$ cat src/rtl/flag_pkg.sv
// rtl/flag_pkg.sv - opcode, condition-code and state types plus the flag write mask.
package flag_pkg;

  typedef enum logic [3:0] {
    OP_ADD    = 4'b0000,
    OP_SUB    = 4'b0001,
    OP_XOR    = 4'b0010,
    OP_RED    = 4'b0011,
    OP_SLL    = 4'b0100,
    OP_SRA    = 4'b0101,
    OP_ROR    = 4'b0110,
    OP_PADDSB = 4'b0111
  } opcode_e;

  typedef enum logic [2:0] {
    CC_NE  = 3'b000,
    CC_EQ  = 3'b001,
    CC_GT  = 3'b010,
    CC_LT  = 3'b011,
    CC_GE  = 3'b100,
    CC_LE  = 3'b101,
    CC_OV  = 3'b110,
    CC_UNC = 3'b111
  } ccc_e;

  typedef enum logic {
    S_IDLE = 1'b0,
    S_WAIT = 1'b1
  } state_e;

  localparam int Z_IDX = 2;
  localparam int V_IDX = 1;
  localparam int N_IDX = 0;

  // Which flag bits an opcode writes; opcodes 1xxx fall to the default.
  function automatic logic [2:0] flag_mask(input logic [3:0] op);
    logic [2:0] m;
    m = 3'b000;
    case (op)
      OP_ADD, OP_SUB: begin
        m[Z_IDX] = 1'b1;
        m[V_IDX] = 1'b1;
        m[N_IDX] = 1'b1;
      end
      OP_XOR, OP_SLL, OP_SRA, OP_ROR: m[Z_IDX] = 1'b1;
      default: m = 3'b000;
    endcase
    return m;
  endfunction

endpackage

$ cat src/rtl/cond_eval.sv
// rtl/cond_eval.sv - combinational branch condition evaluator over Z/V/N flags.
module cond_eval
  import flag_pkg::*;
(
  input  logic [2:0] ccc,
  input  logic [2:0] flags,
  output logic       taken
);

  logic z, v, n;

  assign z = flags[Z_IDX];
  assign v = flags[V_IDX];
  assign n = flags[N_IDX];

  always_comb begin
    taken = 1'b0;
    case (ccc)
      CC_NE:   taken = ~z;
      CC_EQ:   taken = z;
      CC_GT:   taken = ~z & ~n;
      CC_LT:   taken = n;
      CC_GE:   taken = z | ~n;
      CC_LE:   taken = n | z;
      CC_OV:   taken = v;
      CC_UNC:  taken = 1'b1;
      default: taken = 1'b0;
    endcase
  end

endmodule

$ cat src/rtl/flag_unit.sv
// rtl/flag_unit.sv - architectural flag register and branch resolve/stall control.
// Optional FLAG_FWD_EN: dependent branches use forwarded flags instead of stalling.
module flag_unit
  import flag_pkg::*;
(
  input  logic       clk,
  input  logic       rst,
  input  logic       EX_valid,
  input  logic [3:0] EX_Opcode,
  input  logic [2:0] ALU_Flags,
  input  logic       Flush,
  input  logic       Br_valid,
  input  logic [2:0] Br_ccc,
  output logic [2:0] Flags,
  output logic       Br_ready,
  output logic       Br_taken
);

  logic [2:0] flags_q, flags_d;
  state_e     state_q, state_d;
  logic [2:0] wr_mask;
  logic       ex_wr;
  logic       dependent;
  logic       stall;
  logic [2:0] eval_flags;
  logic       cond_taken;

  assign wr_mask   = flag_mask(EX_Opcode);
  assign ex_wr     = EX_valid & ~Flush;
  assign dependent = ex_wr & (|wr_mask);
  assign flags_d   = ex_wr ? ((flags_q & ~wr_mask) | (ALU_Flags & wr_mask)) : flags_q;
  assign Flags     = flags_q;

`ifdef FLAG_FWD_EN
  assign eval_flags = dependent ? flags_d : flags_q;
  assign stall      = 1'b0;
`else
  assign eval_flags = flags_q;
  assign stall      = Br_valid & dependent;
`endif

  cond_eval u_cond_eval (
    .ccc   (Br_ccc),
    .flags (eval_flags),
    .taken (cond_taken)
  );

  always_comb begin
    state_d  = state_q;
    Br_ready = 1'b1;
    Br_taken = 1'b0;
    case (state_q)
      S_IDLE: begin
        if (stall) begin
          state_d  = S_WAIT;
          Br_ready = 1'b0;
        end else begin
          Br_taken = Br_valid & cond_taken;
        end
      end
      // Flags were written at the edge entering WAIT; never re-stall here.
      S_WAIT: begin
        state_d  = S_IDLE;
        Br_taken = Br_valid & cond_taken;
      end
      default: state_d = S_IDLE;
    endcase
    if (rst) begin
      state_d  = S_IDLE;
      Br_ready = 1'b1;
      Br_taken = 1'b0;
    end
  end

  always_ff @(posedge clk) begin
    if (rst) begin
      flags_q <= 3'b000;
      state_q <= S_IDLE;
    end else begin
      flags_q <= flags_d;
      state_q <= state_d;
    end
  end

endmodule

$ cat config.mk
export PLATFORM = sky130hd
export DESIGN_NAME = flag_unit
export DESIGN_NICKNAME = d
export VERILOG_FILES = /design/src/rtl/flag_pkg.sv /design/src/rtl/cond_eval.sv /design/src/rtl/flag_unit.sv
export SDC_FILE = /design/constraint.sdc
export NUM_CORES = 1
export LEC_CHECK = 0
export CAP_MARGIN = 0
export CORE_AREA = 5 5 42 44
export CTS_CLUSTER_DIAMETER = 120
export CTS_CLUSTER_SIZE = 30
export DETAILED_ROUTE_END_ITERATION = 10
export DIE_AREA = 0 0 47 49
export GPL_TIMING_DRIVEN = 0
export PLACE_DENSITY = 0.59
export SKIP_LAST_GASP = 1
export SLEW_MARGIN = 10
export SYNTH_ARGS = -nofsm -noshare
export SYNTH_HDL_FRONTEND = slang
export SYNTH_SLANG_ARGS = --single-unit
export TNS_END_PERCENT = 30
$ cat constraint.sdc
create_clock -name clk -period 2.6 [get_ports clk]
set_input_delay 0.26 -clock clk [delete_from_list [all_inputs] [get_ports clk]]
set_output_delay 0.26 -clock clk [all_outputs]
set_load 0.05 [all_outputs]
# Yosys cells after proc, flatten, opt, wreduce, memory -nomap -nowiden
# Index checks and enable logic that the tools add are counted.
totals:
  regBits: 4
  in_bits: 15
  out_inout_bits: 5
op_classes:
  eq_ne: 12
  muxes: 11
  n_bitwise: 15
  n_reduce_logical: 5
op_table:
  columns: ["op", "count"]
  rows:
  - ["== test 3 bit, second input constant", 4]
  - ["== test 4 x 3 -> 1 bit, second input constant", 3]
  - ["one-hot mux 1 bit (8 select lines)", 1]
  - ["2-to-1 mux 1 bit", 7]
  - ["AND 3 bit", 2]
  - ["== test 3 x 2 -> 1 bit, second input constant", 2]
  - ["OR reduction 6 bit", 1]
  - ["AND 1 bit", 5]
  - ["== test 4 x 1 -> 1 bit, second input constant", 1]
  - ["== test 4 x 2 -> 1 bit, second input constant", 1]
  - ["zero test 4 bit", 1]
  - ["NOT 1 bit", 4]
  - ["one-hot mux 1 bit (2 select lines)", 2]
  - ["== test 3 x 1 -> 1 bit, second input constant", 1]
  - ["zero test 3 bit", 1]
  - ["NOT 3 bit", 1]
  - ["OR 3 bit", 1]
  - ["OR reduction 3 bit", 1]
  - ["2-to-1 mux 2 bit", 1]
  - ["OR 1 bit", 2]
  - ["OR reduction 2 bit", 1]

# Depth between registers and ports, before layout
# Gate-level depths: netlist (run 1).
depth:
  depth_word: 9
  ltp_mapped: 3
  depth_no_buf: 3

# Hierarchy
# A second synthesis (run 1) with hierarchy kept.
unflattened:
  hier_cells: 32
  area_unflattened_um2: 260.2
by_module_without_submodules:
  columns: ["mod", "instances", "cells_each", "area_each_um2"]
  rows:
  - ["flag_unit", 1, 21, 183.9]
  - ["cond_eval", 1, 11, 76.3]

# Worst setup path before layout (run 1)
# No wires, ideal clock.
synth_timing:
  path_type: "register to output"
  startpoint: "register (tool-made name)"
  endpoint: "output Br_taken"
  arrival_time_ps: 1866
  required_time_ps: 2340
  setup_slack_ps: 474
  path_stages_with_launch: 4
  n_path_buf: 0
  path_cell_list: "dfxtp_1 o21ai_0 mux2i_1 a31oi_1"
synth_lines:
  columns: ["element", "line", "source"]
  rows:
  - ["end, declared", "flag_unit.sv:16", "output logic Br_taken"]

# Worst setup path in the final report (run 1)
layout_timing:
  startpoint: "input EX_valid"
  endpoint: "output Br_taken"
layout_between:
  elab_chain_len: 6
layout_rtl:
  columns: ["element", "line", "source"]
  rows:
  - ["start, declared", "flag_unit.sv:8", "input logic EX_valid,"]
  - ["AND 1 bit", "flag_unit.sv:29", "assign ex_wr = EX_valid & ~Flush;"]
  - ["AND 1 bit", "flag_unit.sv:30", "assign dependent = ex_wr & (|wr_mask);"]
  - ["AND 1 bit", "flag_unit.sv:39", "assign stall = Br_valid & dependent;"]
  - ["2-to-1 mux 1 bit", "flag_unit.sv:54", "if (stall) begin"]
  - ["one-hot mux 1 bit (2 select lines)", "flag_unit.sv:52", "case (state_q)"]
  - ["2-to-1 mux 1 bit", "flag_unit.sv:68", "if (rst) begin"]
# Every way passes these cells.

==> metrics.yaml, run 1 <==
outcome:
  status: "completed"
detailed_routing:
  wl_um: 756
  drc: 0
  routedWlPerCell_um: 11.12
  vias: 307
  drtPass1Iterations: 4
  ant_nets: 0
  avgViaCountPerCell: 4.515
  drtIter0Drc: 6
global_route:
  grt_max_degree: 6
  gr-usage-met2_pct: 8.824
  grt_overflow: 0
  grt_pass1_vias: 284
  gr-usage-all-layers_pct: 7.042
  grt_use_met3_pct: 2.952
  grt_pass1_wl_um: 1131
  grt_busiest_layer: "met2"
  antenna_found_initial: 0
  grt_use_met1_pct: 8.352
cts:
  holdBufCountCts: 0
  worstSkewPairLatency_ps: 240
  ctsResizeCount: 0
  cts.htree.levels: 1
  cts-root-buf: "clkbuf_4"
  tritoncts: "yes"
  cts_sinks: 4
  post-cts-setup-buffer-count: 0
  clockBufferDepth: 2
  numCtsBuffers: 3
  clk_pin_slew_ps: 40
final_layout:
  multiInputGateArea_sq_um: 175.2
  fillers: 151
  final_util_pct: 34.82
  drive_above_1_share_pct: 11.54
  regArea_sq_um: 80.08
  insertedDiodeCount: 0
  area_growth_pct: 91.18
  layout.nets: 69
timing:
  fin_ws_ps: 173.7
  finClkSkew_ps: 0
  clock.fmax_mhz: 412.1
  worst_slew_pin_slew_ps: 496.1
  fin_crit_sh_pct: 93.32
  drv_slew: 0
  setup_tns_ps: 0
  hold_viol_final: 0
  slew-limit-headroom_pct: 66.82
  min_period_ps: 2426
  setup_viol: 0
  rsz0062_at_grt: "false"
setup_path:
  cpMostUsedCell: "clkdlybuf4s50_1"
  cp.arrival_ps: 2170
  worst-path-buf-inv: 2
  crit_required_ps: 2340
  crit_path_end_kind: "output port"
  crit_family: "buffers and inverters"
  worstPathCellList: "clkdlybuf4s50_1 -> or3b_4 -> o311ai_2 -> a31oi_1 -> clkdlybuf4s50_1"
  critPathMaxStageDelay_ps: 700
  worst_path_max_delay_cell: "clkdlybuf4s50_1"
  crit_fanout: 5
  worstSetupPathType: "primary input to output port"
  cp-start-kind: "primary input"
power:
  peakVddDrop_uv: 132.3
  p_comb_share_pct: 25.3
  p_leak_nw: 0.1679
  internal_power_uw: 142.7
  pwr-share-clk_pct: 41.2
  p_seq_share_pct: 33.5
  p_sw_uw: 47.18
  total_power_uw: 189.8
  switching_share_pct: 24.85
  power_density_nw_per_um2: 389.1
place:
  place_ws_ps: 161.7
  gp_congestion: 0.7253
  numPortBuffers: 19
logic_synthesis:
  synth-edff-count: 0
  synth_nets: 45
  netlist_area_sq_um: 255.2
  yosys-top-cells-area: "dfxtp_1, o311ai_2, a21oi_1"
  seq_area_frac_synth_pct: 31.37
  synth_cells: 30
  synth_common_cells: "dfxtp_1, a21oi_1"
  ys_ff_latch: 4
  yosys.area.top_type_share_pct: 31.37
  syn_area_per_cell_sq_um: 8.508
  synthArstFlopShare_pct: 0
  synth.most_common_cell: "dfxtp_1"
  ys_warn_count: 0
  yosysTopAreaCell: "dfxtp_1"
  synthDistinctLibCells: 18
  synth_flop_cell: "dfxtp_1"
floorplanning:
  initial_utilization_pct: 18.21
  io_pins: 20
  fp-row-count: 14
  die_area_sq_um: 2303
  core-area_sq_um: 1401
  die_w_um: 47
  chipHeight_um: 49
min_path:
  hold_path.class: "flip-flop to flip-flop"
run:
  cap_violations: 0
worst reg2reg max path, cell delays in order, from the launching register on:
cell	delay, ps
dfxtp_1	320
nor3_2	190
and2_1	140
path summary, 6_finish.rpt:
path	start	endpoint	slack, ps	cells after the start
max	EX_valid	Br_taken	170	5
min	flip-flop	flip-flop	490	2
max reg2reg	state_q	state_q	1910	2
min reg2reg	flip-flop	flip-flop	490	2
cell families after synthesis:
logic type | synth area share [%]
muxes | 3.922
AOI/OAI and AO/OA | 26.47
and+or+nand+nor | 38.24
DFF | 31.37
metal layers:
metal,share of wire (%),vias to the layer above
met5,0,-
met3,17,2
met4,3.2,0
met2,36,22
li1,-,159
met1,45,124
power groups by stage:
stage	sequential, mW	combinational (mW)	clock [mW]
3_5_place_dp	0.0646	0.0480	0
2_1_floorplan	0.0673	0.0156	0
4_1_cts	0.0636	0.0483	0.0819
3_3_place_gp	0.0646	0.0480	0
5_1_grt	0.0637	0.0511	0.0844
6_report	0.0637	0.0480	0.0782
cell type report:
type	instances	share of cell area [%]
clock buffers	3	4.615
multi-input cells	26	35.90
flip-flops and latches	4	16.41
well taps	16	4.103
repair buffers	19	38.97
placed cells by master (no fill, tap or decap):
cell / Yosys / routed
or4bb_1: 1 / 1
o21ai_0: 2 / 2
o311ai_2: 1 / 1
or3b_4: 1 / 1
a21oi_1: 3 / 3
dfxtp_1: 4 / 4
clkbuf_4: 0 / 3
nand2_1: 2 / 2
nand3b_1: 1 / 1
nor2b_1: 2 / 2
and2_1: 2 / 2
nand3_1: 2 / 2
o21ai_1: 1 / 1
clkdlybuf4s50_1: 0 / 19
mux2i_1: 1 / 1
a31oi_1: 1 / 1
nor3b_1: 1 / 1
o31ai_1: 2 / 2
nor3_2: 1 / 1
nor2_1: 2 / 2
metrics by stage:
| stage | hold slack, ps | instance area, sq um | instances |
|---|---|---|---|
| final | 490.6 | 488.0 | 68 |
| after global placement | 479.8 | 465.4 | 65 |
| after global routing | 507.0 | 488.0 | 68 |
| after detailed placement | 487.5 | 465.4 | 65 |
| after floorplan | 329.1 | 255.2 | 30 |
| after CTS | 492.6 | 488.0 | 68 |
No activity file was read; power rests on OpenSTA's default activity.
==> run 2: changes to the inputs <==
- CORE_AREA: 5 5 42 44 -> 2 2 39 41
- DIE_AREA: 0 0 47 49 -> 0 0 41 43
==> metrics.yaml, run 2 (synthesis results as in run 1) <==
setup_path:
  worst_path_max_delay_cell: "clkdlybuf4s50_1"
  worstSetupPathType: "primary input to output port"
  cp.arrival_ps: 2170
  crit_start: "EX_valid"
  crit_path_end_kind: "output port"
  worst-path-buf-inv: 2
  cpMostUsedCell: "clkdlybuf4s50_1"
  r2r-start: "state_q"
  crit_family: "buffers and inverters"
  crit_required_ps: 2340
  crit_fanout: 5
  reg2regPathDepth: 2
  cp.depth: 5
  worstPathCellList: "clkdlybuf4s50_1 -> or3b_4 -> o311ai_2 -> a31oi_1 -> clkdlybuf4s50_1"
  cp-start-kind: "primary input"
  critPathMaxStageDelay_ps: 700
detailed_routing:
  routedWlPerCell_um: 9.338
  drtIter0Drc: 8
  vias: 292
  drtPass1Iterations: 3
  ant_nets: 0
  drc: 0
  wl_um: 635
  avgViaCountPerCell: 4.294
global_route:
  grt_pass1_wl_um: 1041
  grt_overflow: 0
  grt_pass1_vias: 289
  antenna_found_initial: 0
  gr-usage-all-layers_pct: 9.027
  grt_max_degree: 6
final_layout:
  fillers: 150
  insertedDiodeCount: 0
  layout_common_cells: "clkdlybuf4s50_1, dfxtp_1, a21oi_1, clkbuf_4"
  area_growth_pct: 91.18
  fin_area_sq_um: 488.0
  layout.nets: 69
  drive_above_1_share_pct: 11.54
  final_common_cell: "clkdlybuf4s50_1"
power:
  p_seq_share_pct: 34.3
  peakVddDrop_uv: 176.0
  p_sw_uw: 43.25
  power_density_nw_per_um2: 380.5
  switching_share_pct: 23.29
  p_comb_share_pct: 25.7
  internal_power_uw: 142.4
  pwr-share-clk_pct: 40.0
  p_leak_nw: 0.1679
floorplanning:
  io_pins: 20
  initial_utilization_pct: 18.44
  chipHeight_um: 43
  fp-row-count: 14
  die_area_sq_um: 1763
  core-area_sq_um: 1384
  die_w_um: 41
timing:
  setup_tns_ps: 0
  clock.fmax_mhz: 411.6
  rsz0062_at_grt: "false"
  drv_slew: 0
  hold_viol_final: 0
  setup_viol: 0
  min_period_ps: 2429
  slew-limit-headroom_pct: 67.11
  finClkSkew_ps: 0
  worst_slew_pin_slew_ps: 491.7
  fin_crit_sh_pct: 93.44
  hold_slack_ps: 488.1
cts:
  post-cts-setup-buffer-count: 0
  cts-root-buf: "clkbuf_4"
  worstSkewPairLatency_ps: 230
  clockBufferDepth: 2
  holdBufCountCts: 0
  cts.htree.levels: 1
  cts_sinks: 4
  clk_pin_slew_ps: 30
  numCtsBuffers: 3
  ctsResizeCount: 0
  tritoncts: "yes"
place:
  dpl_cell_area_sq_um: 465.4
  numPortBuffers: 19
  hpwl_um: 518.3
  gp_congestion: 0.6953
min_path:
  hold_path.class: "flip-flop to flip-flop"
  hold_depth: 2
run:
  cap_violations: 0
outcome:
  status: "completed"
==> run 2: per-layer routing <==
| layer | GRT usage (%) | vias to the layer above | part of all wire, % |
|---|---|---|---|
| li1 | - | 159 | - |
| met1 | 11.54 | 115 | 52 |
| met2 | 11.25 | 18 | 33 |
| met3 | 4.712 | 0 | 15 |
| met4 | 6.000 | 0 | 0 |
| met5 | 0 | - | 0 |
==> run 2: area by class of cell <==
cell class / instances / area [sq um] / area share [%]
Timing Repair Buffer: 19 / 190.2 / 38.97
Multi-Input combinational cell: 26 / 175.2 / 35.90
Sequential cell: 4 / 80.08 / 16.41
Clock buffer: 3 / 22.52 / 4.615
Tap cell: 16 / 20.02 / 4.103
==> run 2: power by group through the flow <==
| stage | combinational [mW] | clock, mW | sequential (mW) |
|---|---|---|---|
| 3_3_place_gp | 0.0477 | 0 | 0.0646 |
| 4_1_cts | 0.0478 | 0.0785 | 0.0637 |
| 2_1_floorplan | 0.0156 | 0 | 0.0673 |
| 3_5_place_dp | 0.0475 | 0 | 0.0646 |
| 6_report | 0.0478 | 0.0743 | 0.0637 |
| 5_1_grt | 0.0521 | 0.0798 | 0.0638 |
==> run 2: tightest hold or removal path, delay by kind of cell, from the launching register on <==
family / cells / cell delay [ps]
compound gates: 2 / 120
flops: 1 / 310
==> run 2: worst paths after layout <==
kind / endpoint / slack (ps)
worst min-delay path: flip-flop / 490
worst max-delay path: Br_taken / 170
worst max register to register: state_q / 1900
worst min register to register: flip-flop / 490
==> run 2: metrics by stage <==
step	power [mW]	std cells	utilization [%]	setup slack, ps
floorplan	0.08291	30	-	474.5
global placement	0.1123	65	33.63	167.9
detailed placement	0.1121	65	33.63	163.6
CTS	0.1900	68	35.26	169.1
global route	0.1957	68	35.26	59.90
finish	0.1857	68	35.26	170.5
